## src/rtl/alu_writeback_sequencer_if.sv

```systemverilog
// alu_writeback_sequencer_if: ALU-result handshake, register-file/flag write side and hazard info.
//   slave  : seen by the sequencer (takes in_*/wb_stall, drives in_ready, rf_*, flag_*, pend_*)
//   master : seen by the ALU/register-file side (the mirror image)
interface alu_writeback_sequencer_if #(
    parameter int REG_ADDR_W = 3,
    parameter int DATA_W     = 16
);
    logic                  in_valid;
    logic                  in_ready;
    logic [4:0]            in_opcode;
    logic [REG_ADDR_W-1:0] in_rd;
    logic [DATA_W-1:0]     in_result_0;
    logic [DATA_W-1:0]     in_result_1;
    logic [DATA_W-1:0]     in_flags;
    logic                  wb_stall;
    logic                  rf_wr_en;
    logic [REG_ADDR_W-1:0] rf_wr_addr;
    logic [DATA_W-1:0]     rf_wr_data;
    logic                  flag_wr_en;
    logic [DATA_W-1:0]     flag_wr_data;
    logic                  pend_valid;
    logic [REG_ADDR_W-1:0] pend_addr;

    modport slave (
        input  in_valid, in_opcode, in_rd, in_result_0, in_result_1, in_flags, wb_stall,
        output in_ready, rf_wr_en, rf_wr_addr, rf_wr_data, flag_wr_en, flag_wr_data,
               pend_valid, pend_addr
    );

    modport master (
        output in_valid, in_opcode, in_rd, in_result_0, in_result_1, in_flags, wb_stall,
        input  in_ready, rf_wr_en, rf_wr_addr, rf_wr_data, flag_wr_en, flag_wr_data,
               pend_valid, pend_addr
    );
endinterface

```

## src/rtl/alu_writeback_sequencer.sv

```systemverilog
// alu_writeback_sequencer: commits ALU results to a single-write-port register file and the flag register.
//   clk, reset : clock and asynchronous active-high reset
//   bus        : slave side of alu_writeback_sequencer_if (ALU handshake in, rf/flag writes and
//                pending-destination info out)
module alu_writeback_sequencer #(
    parameter int         REG_ADDR_W = 3,
    parameter int         DATA_W     = 16,
    parameter logic [4:0] OP_MUL     = 5'd4,
    parameter logic [4:0] OP_DIV     = 5'd5,
    parameter logic [4:0] OP_CMP     = 5'd8,
    parameter logic [4:0] OP_SETF    = 5'd9,
    parameter logic [4:0] OP_CLRF    = 5'd10,
    parameter logic [4:0] OP_CPLF    = 5'd11
) (
    input logic                     clk,
    input logic                     reset,
    alu_writeback_sequencer_if.slave bus
);
    typedef enum logic [1:0] {IDLE, WR_LO, WR_HI} state_t;

    state_t                state, state_nx;
    logic [REG_ADDR_W-1:0] rd;
    logic [DATA_W-1:0]     res_0, res_1, flags;
    logic                  dual, flag_only;
    logic                  lo, hi, accept;

    always_ff @(posedge clk or posedge reset) begin
        if (reset) begin
            state     <= IDLE;
            rd        <= '0;
            res_0     <= '0;
            res_1     <= '0;
            flags     <= '0;
            dual      <= 1'b0;
            flag_only <= 1'b0;
        end else begin
            state <= state_nx;
            if (accept) begin
                rd        <= bus.in_rd;
                res_0     <= bus.in_result_0;
                res_1     <= bus.in_result_1;
                flags     <= bus.in_flags;
                dual      <= bus.in_opcode == OP_MUL || bus.in_opcode == OP_DIV;
                flag_only <= bus.in_opcode == OP_CMP || bus.in_opcode == OP_SETF ||
                             bus.in_opcode == OP_CLRF || bus.in_opcode == OP_CPLF;
            end
        end
    end

    // A new op may enter on the cycle the last beat of the current one completes.
    always_comb begin
        state_nx     = state;
        lo           = state == WR_LO;
        hi           = state == WR_HI;
        bus.in_ready = state == IDLE || (lo && !dual && !bus.wb_stall) || (hi && !bus.wb_stall);
        accept       = bus.in_valid && bus.in_ready;
        if (state == IDLE)
            state_nx = accept ? WR_LO : IDLE;
        else if (!bus.wb_stall)
            state_nx = (lo && dual) ? WR_HI : (accept ? WR_LO : IDLE);
    end

    // Outputs come only from state and captured operands; idle drives all zeros.
    assign bus.rf_wr_en     = (lo && !flag_only) || hi;
    assign bus.rf_wr_addr   = hi ? rd + REG_ADDR_W'(1) : (lo ? rd : '0);
    assign bus.rf_wr_data   = hi ? res_1 : (lo ? res_0 : '0);
    assign bus.flag_wr_en   = lo;
    assign bus.flag_wr_data = lo ? flags : '0;
    assign bus.pend_valid   = bus.rf_wr_en;
    assign bus.pend_addr    = bus.rf_wr_en ? bus.rf_wr_addr : '0;
endmodule
```

## src/flat_wrapper.sv

```systemverilog
// flat-port wrapper written by rule: the top's interface ports become plain ports
module alu_writeback_sequencer_flat 
#(
    parameter int         REG_ADDR_W = 3,
    parameter int         DATA_W     = 16,
    parameter logic [4:0] OP_MUL     = 5'd4,
    parameter logic [4:0] OP_DIV     = 5'd5,
    parameter logic [4:0] OP_CMP     = 5'd8,
    parameter logic [4:0] OP_SETF    = 5'd9,
    parameter logic [4:0] OP_CLRF    = 5'd10,
    parameter logic [4:0] OP_CPLF    = 5'd11
)
  (clk, reset, bus_in_valid, bus_in_opcode, bus_in_rd, bus_in_result_0, bus_in_result_1, bus_in_flags, bus_wb_stall, bus_in_ready, bus_rf_wr_en, bus_rf_wr_addr, bus_rf_wr_data, bus_flag_wr_en, bus_flag_wr_data, bus_pend_valid, bus_pend_addr);
  alu_writeback_sequencer_if #(.REG_ADDR_W(REG_ADDR_W), .DATA_W(DATA_W)) bus_i ();
  input logic clk;
  input logic reset;
  input wire logic [$bits(bus_i.in_valid)-1:0] bus_in_valid;
  input wire logic [$bits(bus_i.in_opcode)-1:0] bus_in_opcode;
  input wire logic [$bits(bus_i.in_rd)-1:0] bus_in_rd;
  input wire logic [$bits(bus_i.in_result_0)-1:0] bus_in_result_0;
  input wire logic [$bits(bus_i.in_result_1)-1:0] bus_in_result_1;
  input wire logic [$bits(bus_i.in_flags)-1:0] bus_in_flags;
  input wire logic [$bits(bus_i.wb_stall)-1:0] bus_wb_stall;
  output wire logic [$bits(bus_i.in_ready)-1:0] bus_in_ready;
  output wire logic [$bits(bus_i.rf_wr_en)-1:0] bus_rf_wr_en;
  output wire logic [$bits(bus_i.rf_wr_addr)-1:0] bus_rf_wr_addr;
  output wire logic [$bits(bus_i.rf_wr_data)-1:0] bus_rf_wr_data;
  output wire logic [$bits(bus_i.flag_wr_en)-1:0] bus_flag_wr_en;
  output wire logic [$bits(bus_i.flag_wr_data)-1:0] bus_flag_wr_data;
  output wire logic [$bits(bus_i.pend_valid)-1:0] bus_pend_valid;
  output wire logic [$bits(bus_i.pend_addr)-1:0] bus_pend_addr;
  assign bus_i.in_valid = bus_in_valid;
  assign bus_i.in_opcode = bus_in_opcode;
  assign bus_i.in_rd = bus_in_rd;
  assign bus_i.in_result_0 = bus_in_result_0;
  assign bus_i.in_result_1 = bus_in_result_1;
  assign bus_i.in_flags = bus_in_flags;
  assign bus_i.wb_stall = bus_wb_stall;
  assign bus_in_ready = bus_i.in_ready;
  assign bus_rf_wr_en = bus_i.rf_wr_en;
  assign bus_rf_wr_addr = bus_i.rf_wr_addr;
  assign bus_rf_wr_data = bus_i.rf_wr_data;
  assign bus_flag_wr_en = bus_i.flag_wr_en;
  assign bus_flag_wr_data = bus_i.flag_wr_data;
  assign bus_pend_valid = bus_i.pend_valid;
  assign bus_pend_addr = bus_i.pend_addr;
  alu_writeback_sequencer #(.REG_ADDR_W(REG_ADDR_W), .DATA_W(DATA_W), .OP_MUL(OP_MUL), .OP_DIV(OP_DIV), .OP_CMP(OP_CMP), .OP_SETF(OP_SETF), .OP_CLRF(OP_CLRF), .OP_CPLF(OP_CPLF)) u_core (.clk(clk), .reset(reset), .bus(bus_i));
endmodule
```

## config.mk

```make
export PLATFORM = sky130hd
export DESIGN_NAME = alu_writeback_sequencer_flat
export DESIGN_NICKNAME = d
export VERILOG_FILES = /design/src/rtl/alu_writeback_sequencer_if.sv /design/src/rtl/alu_writeback_sequencer.sv /design/src/flat_wrapper.sv
export SDC_FILE = /design/constraint.sdc
export NUM_CORES = 1
export LEC_CHECK = 0
export ABC_AREA = 1
export BUFFER_PORTS_ARGS = -buffer_cell sky130_fd_sc_hd__buf_2
export CAP_MARGIN = 20
export CORE_ASPECT_RATIO = 0.5
export CORE_MARGIN = 1
export CORE_UTILIZATION = 53
export DETAILED_ROUTE_END_ITERATION = 8
export PLACE_DENSITY = 0.81
export SKIP_CTS_REPAIR_TIMING = 1
export SLEW_MARGIN = 20
export SYNTH_ARGS = -nofsm -noshare
export SYNTH_HDL_FRONTEND = slang
export SYNTH_SLANG_ARGS = --single-unit
```

## constraint.sdc

```tcl
create_clock -name clk -period 4.4 [get_ports clk]
set_input_delay 0.44 -clock clk [delete_from_list [all_inputs] [get_ports clk]]
set_output_delay 0.44 -clock clk [all_outputs]
set_load 0.02 [all_outputs]
```

==> results of run 1 <==
==> stage by stage <==
stage                     hold WS [ns]  cell area [sq um]  setup WS [ns]  std cells  total power [mW]
final                            0.141               3340           1.38        481              1.37
after global routing             0.176               3340           1.22        481              1.45
after CTS                        0.162               3310           1.43        480              1.37
after detailed placement         0.460               3210           1.79        472              1.07
after global placement           0.454               3190           1.81        471              1.05
after floorplan                  0.442               2710           2.54        328             0.939
==> metal layers <==
layer  global-route usage (%)  vias to the layer above
li1                         -                     1257
met1                     30.9                     1256
met2                     50.3                       74
met3                     4.93                        9
met4                     7.98                        0
met5                        0                        -
==> sequential cells by signal (all words and copies together), names as in the netlist <==
register,count
u_core.flag_only,1
u_core.flags,16
u_core.rd,3
u_core.state,2
u_core.dual,1
u_core.res_0,16
u_core.res_1,16
==> final cells by class <==
type                    instances  area, sq um  area share [%]
repair buffers                105          571            17.1
well taps                      66         82.6            2.48
clock buffers                   8          100            3.00
flip-flops and latches         55         1380            41.3
inverters                      28          105            3.15
multi-input cells             219         1100            33.0
==> final timing paths <==
kind	startpoint	to	slack [ns]
max in group asynchronous	reset	u_core.res_0[11]	3.71
worst max-delay path	u_core.state[0]	bus_pend_addr[1]	1.38
worst min register to register	u_core.flags[10]	u_core.flags[10]	0.48
worst max register to register	u_core.state[0]	u_core.state[1]	2.69
worst min-delay path	reset	u_core.state[1]	0.14
min in group clk	bus_in_flags[12]	u_core.flags[12]	0.37
==> critical path: cells and delay by family, from the launching register on <==
kind / cells / cell delay (ns)
buf+inv: 4 / 0.64
flops: 1 / 0.55
compound gates: 1 / 0.30
simple gates: 2 / 0.78
==> power by group through the flow <==
stage / clock network [mW] / logic [mW] / registers (mW)
2_1_floorplan: 0 / 0.296 / 0.643
3_3_place_gp: 0 / 0.400 / 0.652
3_5_place_dp: 0 / 0.414 / 0.656
4_1_cts: 0.310 / 0.415 / 0.647
5_1_grt: 0.326 / 0.466 / 0.659
6_report: 0.306 / 0.418 / 0.649
==> placed cells by master, fill, tap and decap left out, types with 2 or more instances in the layout <==
| master | synthesis | final |
|---|---|---|
| sky130_fd_sc_hd__nand2_1 | 114 | 114 |
| sky130_fd_sc_hd__buf_2 | 8 | 100 |
| sky130_fd_sc_hd__dfrtp_1 | 55 | 55 |
| sky130_fd_sc_hd__nand4_1 | 53 | 53 |
| sky130_fd_sc_hd__inv_1 | 25 | 24 |
| sky130_fd_sc_hd__nor2_1 | 21 | 21 |
| sky130_fd_sc_hd__a22o_1 | 16 | 16 |
| sky130_fd_sc_hd__clkbuf_8 | 0 | 7 |
| sky130_fd_sc_hd__inv_2 | 3 | 4 |
| sky130_fd_sc_hd__o21ai_1 | 3 | 3 |
| sky130_fd_sc_hd__buf_4 | 4 | 3 |
| sky130_fd_sc_hd__o21ai_4 | 2 | 2 |
==> cells by family (layout without fill, tap and decap cells) <==
family / after synthesis / in the layout
flip-flops: 55 / 55
AND/OR/NAND/NOR: 194 / 194
XOR/XNOR: 1 / 1
adder cells (fa/ha/maj): 1 / 1
AO/OA/AOI/OAI: 23 / 23
buffers and inverters: 54 / 141
==> results.md, run 1 <==
- The total routing usage reported by global routing is 26.5%.
- The TritonCTS clock tree is yes.
- The starting density of the core is 58.3%.
- The cell at the slowest stage of the critical path is sky130_fd_sc_hd__nor2_2.
- sky130_fd_sc_hd__nand2_1 is the most common cell in the netlist.
- The number of enable-type register cells in the synthesized netlist is 0.
- The number of diodes added for antenna fixing is 0.
- Of all cell types, the one taking the most synthesized area is sky130_fd_sc_hd__dfrtp_1.
- TritonCTS created 5 clock buffers.
- The mux share of post-synthesis cell area is 0%.
- Of all flip-flops after synthesis, the portion carrying an async set or reset was 100%.
- The maximum single-stage delay on the critical path is around 0.7 ns.
- Buffers placed on the I/O ports in this run total 100.
- The post-route minimum period is 3.02 ns.
- The worst-path maximum fanout is 21.
- Clock-pin slew was measured on the worst setup and hold paths at 0.10 ns.
- The switching portion of total power is 35.4%.
- The Yosys step of the flow raised 0 warnings.
- The power per cell area is 412 nW/um^2.
- The die area is roughly 5400 sq um.
- In this run the remaining antenna-violating nets after routing total 0.
- The maximum level of the CTS H-tree is 2.
- The highest clock frequency the design can meet is 0.331 GHz.
- The floorplan has 17 rows.
- In the final routed layout, each cell accounts on average for 13.8 um.
- The worst setup path is launched from a flop.
- The clock drives 55 sinks.
- The core region is 4640 sq um.
- The most frequent cell on the critical path is sky130_fd_sc_hd__inv_2.
- In the routed design, unresolved DRC markers number 0.
- The length of routed met2 wiring is 3.33 mm.
- The fraction of layout cells with a size suffix above 1 is 29.2%.
- The worst hold path belongs to the class in2async.
- For the pin with the worst max-slew slack, the measured transition is between 0.9 and 1 ns.
- The HPWL after detailed placement is 4.18 mm.
- Synthesis handed over a netlist of 328 instances.
- A synthesized cell averages 8.25 sq um.
- The flow ran to the end, and the final reports show no timing, DRC or antenna violations.
- After filler insertion, the fill cell instance count of the layout stands at just under 400.
- The die is 52.5 um tall.
- The final-report setup violation count is 0.
- The clock reaches the later pin of the worst-skew pair after just over 0.3 ns.
- The synthesized netlist devotes 0.324% of its cell area to XOR and XNOR gates.
- The final RePlAce weighted congestion is between 0.7 and 0.8.
- The worst-case IR drop observed on VDD is a little over 0.2 mV.
- The first-pass iteration count of the detailed router is 4.
- The worst setup path is captured at an output port.
- The wire length after detailed routing is ~6.7 mm.
- The critical path goes through inv_2 > nor2_2 > inv_2 > o21ai_1 > nand2_1 > inv_1 > buf_2.
- The cell leakage power is 1.93 nW.
- The max-capacitance violation count is 0.
- The area growth from synthesis to layout is 23.3%.
- The dominant register cell in the synthesized netlist is sky130_fd_sc_hd__dfrtp_1.
- Registers are responsible for 47.3% of the overall power.
- The fraction of power consumed by combinational cells is 30.4%.
- The first global-routing pass estimated 10.9 mm of wire.
- The buffer depth of the longest clock path is 2.
- Sorting the synthesized cells by how often they occur yields 114 x sky130_fd_sc_hd__nand2_1, 55 x sky130_fd_sc_hd__dfrtp_1, 53 x sky130_fd_sc_hd__nand4_1, 25 x sky130_fd_sc_hd__inv_1, 21 x sky130_fd_sc_hd__nor2_1.
- Dividing the detail-routed via count by the number of cells gives 5.40.
- The die is roughly 100 um wide.
- The data arrival time of the worst path is about 2.6 ns.
- Yosys attributes the largest share of cell area to sky130_fd_sc_hd__dfrtp_1 51%, sky130_fd_sc_hd__nand2_1 16%, sky130_fd_sc_hd__nand4_1 12%, sky130_fd_sc_hd__a22o_1 5.2%, sky130_fd_sc_hd__inv_1 3.5%.
- The critical path in this run is classified as reg2out.
- The worst pin sits at a relative slew slack of 39.1%.
- The area fraction of the dominant cell type after synthesis is 50.9%.
- Setup repair after global routing left no endpoint under its margin.
- The initial antenna violation count was 0.
- In the detailed route, the total length drawn on met3 is 350 um.
- After global routing the overflow that remains totals 0.
- Counting flops and latches in the post-synthesis netlist gives 55.
- The post-synthesis adder-cell area fraction is less than 1%.
- In this run the cell area of the synthesized design comes to 2710 sq um.
- In the final routing, the length of wire on met1 measures 2.90 mm.
- Entering global routing, the biggest net connects 55 pins.
- In this run, the number of DRC markers left after iteration 0 of detailed routing was 128.
- The total count of hold-check failures in the final report was 0.
- The number of pins exceeding their max-slew limit in the final report is 0.
- The detailed router placed 2596 vias in this run.
- By area, the combinational part of the netlist is dominated by simple AND/OR/NAND/NOR gates.
- The final setup TNS is 0 ns.
- The maximum clock skew at final layout is 0.00921 ns.
- After synthesis, the netlist uses 22 different library cells.
- The internal power consumption is 0.887 mW.
- For this run, the share of the core covered by cells in the final layout is 71.9%.
- The endpoint required time on the critical path is 3.96 ns.
- The via count of the first global-routing pass was between 2k and 3k.
- The switching power of the nets is 0.487 mW.
- The sequential fraction of the synthesis area is 50.9%.
- The post-synthesis share of cell area spent on and, or, nand and nor gates is approximately 33%.
- The clock network accounts for 22.3% of the total power.
- The final layout net count is between 400 and 500.
- The post-synthesis compound-gate area fraction is 7.31%.
- Clock tree synthesis selected as its root buffer the cell sky130_fd_sc_hd__clkbuf_8.
- The topmost layer with routed signal wires is met4.
- The top-level I/O count is a little over 100.
- The count of cells along the worst register-to-register path is 4.
- Synthesis produced a netlist with a net count of 389.
- The final critical path takes up about 69% of the cycle.
(Power assumes the default switching activity.)
==> run 2: changes to the inputs <==
--- a/config.mk
+++ b/config.mk
@@ -5,14 +5,14 @@
 export SDC_FILE = /design/constraint.sdc
 export NUM_CORES = 1
 export LEC_CHECK = 0
-export ABC_AREA = 1
+export ABC_AREA = 0
 export BUFFER_PORTS_ARGS = -buffer_cell sky130_fd_sc_hd__buf_2
 export CAP_MARGIN = 20
 export CORE_ASPECT_RATIO = 0.5
 export CORE_MARGIN = 1
-export CORE_UTILIZATION = 53
+export CORE_UTILIZATION = 48
 export DETAILED_ROUTE_END_ITERATION = 8
-export PLACE_DENSITY = 0.81
+export PLACE_DENSITY = 0.75
 export SKIP_CTS_REPAIR_TIMING = 1
 export SLEW_MARGIN = 20
 export SYNTH_ARGS = -nofsm -noshare
==> constraint.sdc (replaced) <==
create_clock -name clk -period 3.1 [get_ports clk]
set_input_delay 0.31 -clock clk [delete_from_list [all_inputs] [get_ports clk]]
set_output_delay 0.31 -clock clk [all_outputs]
set_load 0.02 [all_outputs]
==> results.md, run 2 <==
- Dividing the final minimum period by the clock period gives 76.4%.
- The sequential fraction of the synthesis area is 53.4%.
- The count of port buffers added during placement is 100.
- The startpoint kind of the worst setup timing path is a flop.
- The cell taking the most area after synthesis is sky130_fd_sc_hd__dfrtp_1.
- Of all nets on the critical path, the largest fanout is 23.
- The largest registers in the layout are u_core.flags: 16 flops, u_core.res_0: 16 flops, u_core.res_1: 16 flops.
- Clock-pin slew was measured on the worst setup and hold paths at about 0.09 ns.
- The setup path with the least slack is of type reg2out.
- The cell leakage power is roughly 1.6 nW.
- The number of enable-type register cells in the synthesized netlist is 0.
- By area the synthesized netlist is led by sky130_fd_sc_hd__dfrtp_1 53%, sky130_fd_sc_hd__mux2_2 15%, sky130_fd_sc_hd__mux2_4 9.9%, sky130_fd_sc_hd__a22o_1 5.4%, sky130_fd_sc_hd__and2_1 3.9%.
- The initial antenna violation count came to 0.
- For the pin with the worst max-slew slack, the measured transition is about 0.66 ns.
- The number of cell rows is 18.
- The vertical die dimension is 53.8 um.
- The final RePlAce weighted congestion is 0.754.
- The number of different library cells in the post-synthesis netlist is 30.
- The worst-case IR drop observed on VDD is 0.319 mV.
- The data arrival time of the worst path is 2.06 ns.
- The routed length per placed instance is 13.9 um.
- In this run, synthesis produced a sequential element count of 55.
- At the worst endpoint, the required time is 2.79 ns.
- After layout, the design draws a total of 1.96 mW.
- The final layout net count is approximately 350.
- The power per cell area is slightly above 600 nW/um^2.
- Counting every instance in the synthesized netlist gives ~190.
- The TritonCTS sink count is 55.
- The wire length after detailed routing is 4.94 mm.
- The tightest hold path in the finished design has a slack of 0.0950 ns.
- The placeable core region is roughly 5000 sq um.
- The number of diodes added for antenna fixing is 0.
- The cell at the root of the clock tree is sky130_fd_sc_hd__clkbuf_8.
- The most used flip-flop cell after synthesis is sky130_fd_sc_hd__dfrtp_1.
- In the routed design, unresolved DRC markers number 0.
- Once routing completed, OpenROAD measured the worst setup slack at 0.730 ns.
- The most common cell in the synthesized netlist is sky130_fd_sc_hd__dfrtp_1.
- The run finished with clean final reports.
- The fraction of layout cells with a size suffix above 1 is roughly three fifths.
- The Yosys step of the flow raised 0 warnings.
- The commonest non-fill, non-tap cell in the layout is sky130_fd_sc_hd__buf_2.
- The max-capacitance violation count is 0.
- Entering global routing, the biggest net connects 56 pins.
- Adding up every negative setup slack in the final design gives 0 ns.
- Counting every net in the synthesized netlist gives ~250.
- The via count of the first global-routing pass is 1666.
- The path class of the lowest-slack min-delay path is in2async.
- The maximum clock skew at final layout is 0.00267 ns.
- Counting along the longest clock path gives a buffer depth of 2.
- CTS built an H-tree with a depth of 2.
- The number of nets with antenna violations after routing is 0.
- The floorplan step set the die width to 106 um.
- For this run, the top clock speed supported by timing is 0.422 GHz.
- Sorting the synthesized cells by how often they occur yields 55 x sky130_fd_sc_hd__dfrtp_1, 34 x sky130_fd_sc_hd__mux2_2, 17 x sky130_fd_sc_hd__mux2_4, 16 x sky130_fd_sc_hd__a22o_1, 16 x sky130_fd_sc_hd__and2_1.
- After synthesis, the largest area contributor takes up between 50 and 60% of total cell area.
- The number of pins exceeding their max-slew limit in the final report is 0.
- After detailed routing, the number of vias per cell comes to 4.89.
- The global route total overflow is 0.
- The average instance in the mapped netlist occupies 13.9 sq um.
- Counting flops with an async set or reset pin after synthesis yields a share of 100%.
- Counting the buffers created by CTS gives 5.
- TritonCTS built the clock tree.
- The first-pass iteration count of the detailed router is 4.
- In the layout the commonest cells are 100 x sky130_fd_sc_hd__buf_2, 55 x sky130_fd_sc_hd__dfrtp_1, 34 x sky130_fd_sc_hd__mux2_2, 17 x sky130_fd_sc_hd__mux2_4.
- STA classifies the critical path endpoint as an output port.
- The total standard cell area after synthesis is between 2000 and 3000 sq um.
- The routed layout has 1735 vias.
- The clock latency reported for the late side of the worst-skew pair is 0.30 ns.
- The final core area utilization is roughly 63%.
- Measured against its own limit, the worst slew margin works out to around 56%.
- The initial utilization of the core area, before any placement, comes to about half.
- For this design the top-level I/O count stands at 102.
- The die area is 5680 sq um.
- Compared with the post-synthesis result, the final layout area differs by 23.7%.
- The smallest clock period supported by the final layout is computed as about 2.4 ns.
- The first-pass GRT wire length is between 7 and 8 mm.
- The first routing iteration left 60 violations.
- Setup repair after global routing left no endpoint under its margin.
- The total routing usage reported by global routing is a little under a fifth.
- The post-placement setup slack is 1.03 ns.
- The final-report setup violation count is 0.
- The final HPWL from detailed placement is 3.62 mm.
- The total count of hold-check failures in the final report is 0.
run 2: cell count changes after synthesis, moves of 5 or more:
cell,before,now
sky130_fd_sc_hd__inv_1,25,4
sky130_fd_sc_hd__nand2_1,114,6
sky130_fd_sc_hd__and2_1,1,16
sky130_fd_sc_hd__mux2_2,0,34
sky130_fd_sc_hd__buf_6,0,5
sky130_fd_sc_hd__nand4_1,53,0
sky130_fd_sc_hd__clkbuf_1,14,2
sky130_fd_sc_hd__nor2_1,21,2
sky130_fd_sc_hd__mux2_4,0,17
run 2: cells by family (layout without fill, tap and decap cells):
| group | Yosys count | count (layout) | share of synthesized area [%] |
|---|---|---|---|
| flip-flops | 55 | 55 | 53.4 |
| multiplexers | 52 | 52 | 25.2 |
| AND/OR/NAND/NOR | 35 | 35 | 8.26 |
| AO/OA/AOI/OAI | 24 | 24 | 7.82 |
| buffers and inverters | 16 | 116 | 4.13 |
| XOR/XNOR | 2 | 2 | 0.680 |
| adder cells (fa/ha/maj) | 1 | 1 | 0.486 |
run 2: path summary, 6_finish.rpt:
kind / cells past startpoint / from / to / slack (ns)
setup / recovery: 4 / u_core.state[1] / bus_rf_wr_data[12] / 0.73
hold / removal: 2 / reset / u_core.flags[4] / 0.1
setup reg to reg: 4 / u_core.state[1] / u_core.state[1] / 1.44
hold reg to reg: 1 / u_core.flags[9] / u_core.flags[9] / 0.50
max in group asynchronous: 2 / reset / u_core.res_0[13] / 2.55
min in group clk: 2 / bus_in_result_1[7] / u_core.res_1[7] / 0.24
run 2: layout make-up:
class / instances / area (sq um)
Fill cell: 418 / 1860
Inverter: 4 / 17.5
Clock inverter: 1 / 5.00
Timing Repair Buffer: 104 / 531
Sequential cell: 55 / 1380
Multi-Input combinational cell: 114 / 1090
Clock buffer: 7 / 76.3
Tap cell: 70 / 87.6
run 2: metrics by stage:
step	instance area [sq um]	instances
finish	3190	355
global route	3190	355
CTS	3190	355
detailed placement	3100	347
global placement	3100	347
floorplan	2570	185
run 2: worst max-delay path: stages, from the launching register on:
cell and delay (ns):
sky130_fd_sc_hd__dfrtp_1 0.45, sky130_fd_sc_hd__and2b_1 0.64, sky130_fd_sc_hd__buf_4 0.34, sky130_fd_sc_hd__a22o_1 0.17, sky130_fd_sc_hd__buf_2 0.16
run 2: report_power, final:
group | internal, mW | leakage [nW] | switching, mW
sequential | 0.854 | 0.647 | 0.0791
clock | 0.159 | 0.0422 | 0.217
combinational | 0.324 | 0.924 | 0.329
total | 1.34 | 1.61 | 0.625
run 2: layer usage:
| metal | up-vias | global-route usage, % | wire length (um) |
|---|---|---|---|
| li1 | 842 | - | - |
| met1 | 838 | 23.0 | 2230 |
| met2 | 48 | 31.3 | 2380 |
| met3 | 7 | 5.08 | 270 |
| met4 | 0 | 5.56 | 53 |
| met5 | - | 0 | 0 |
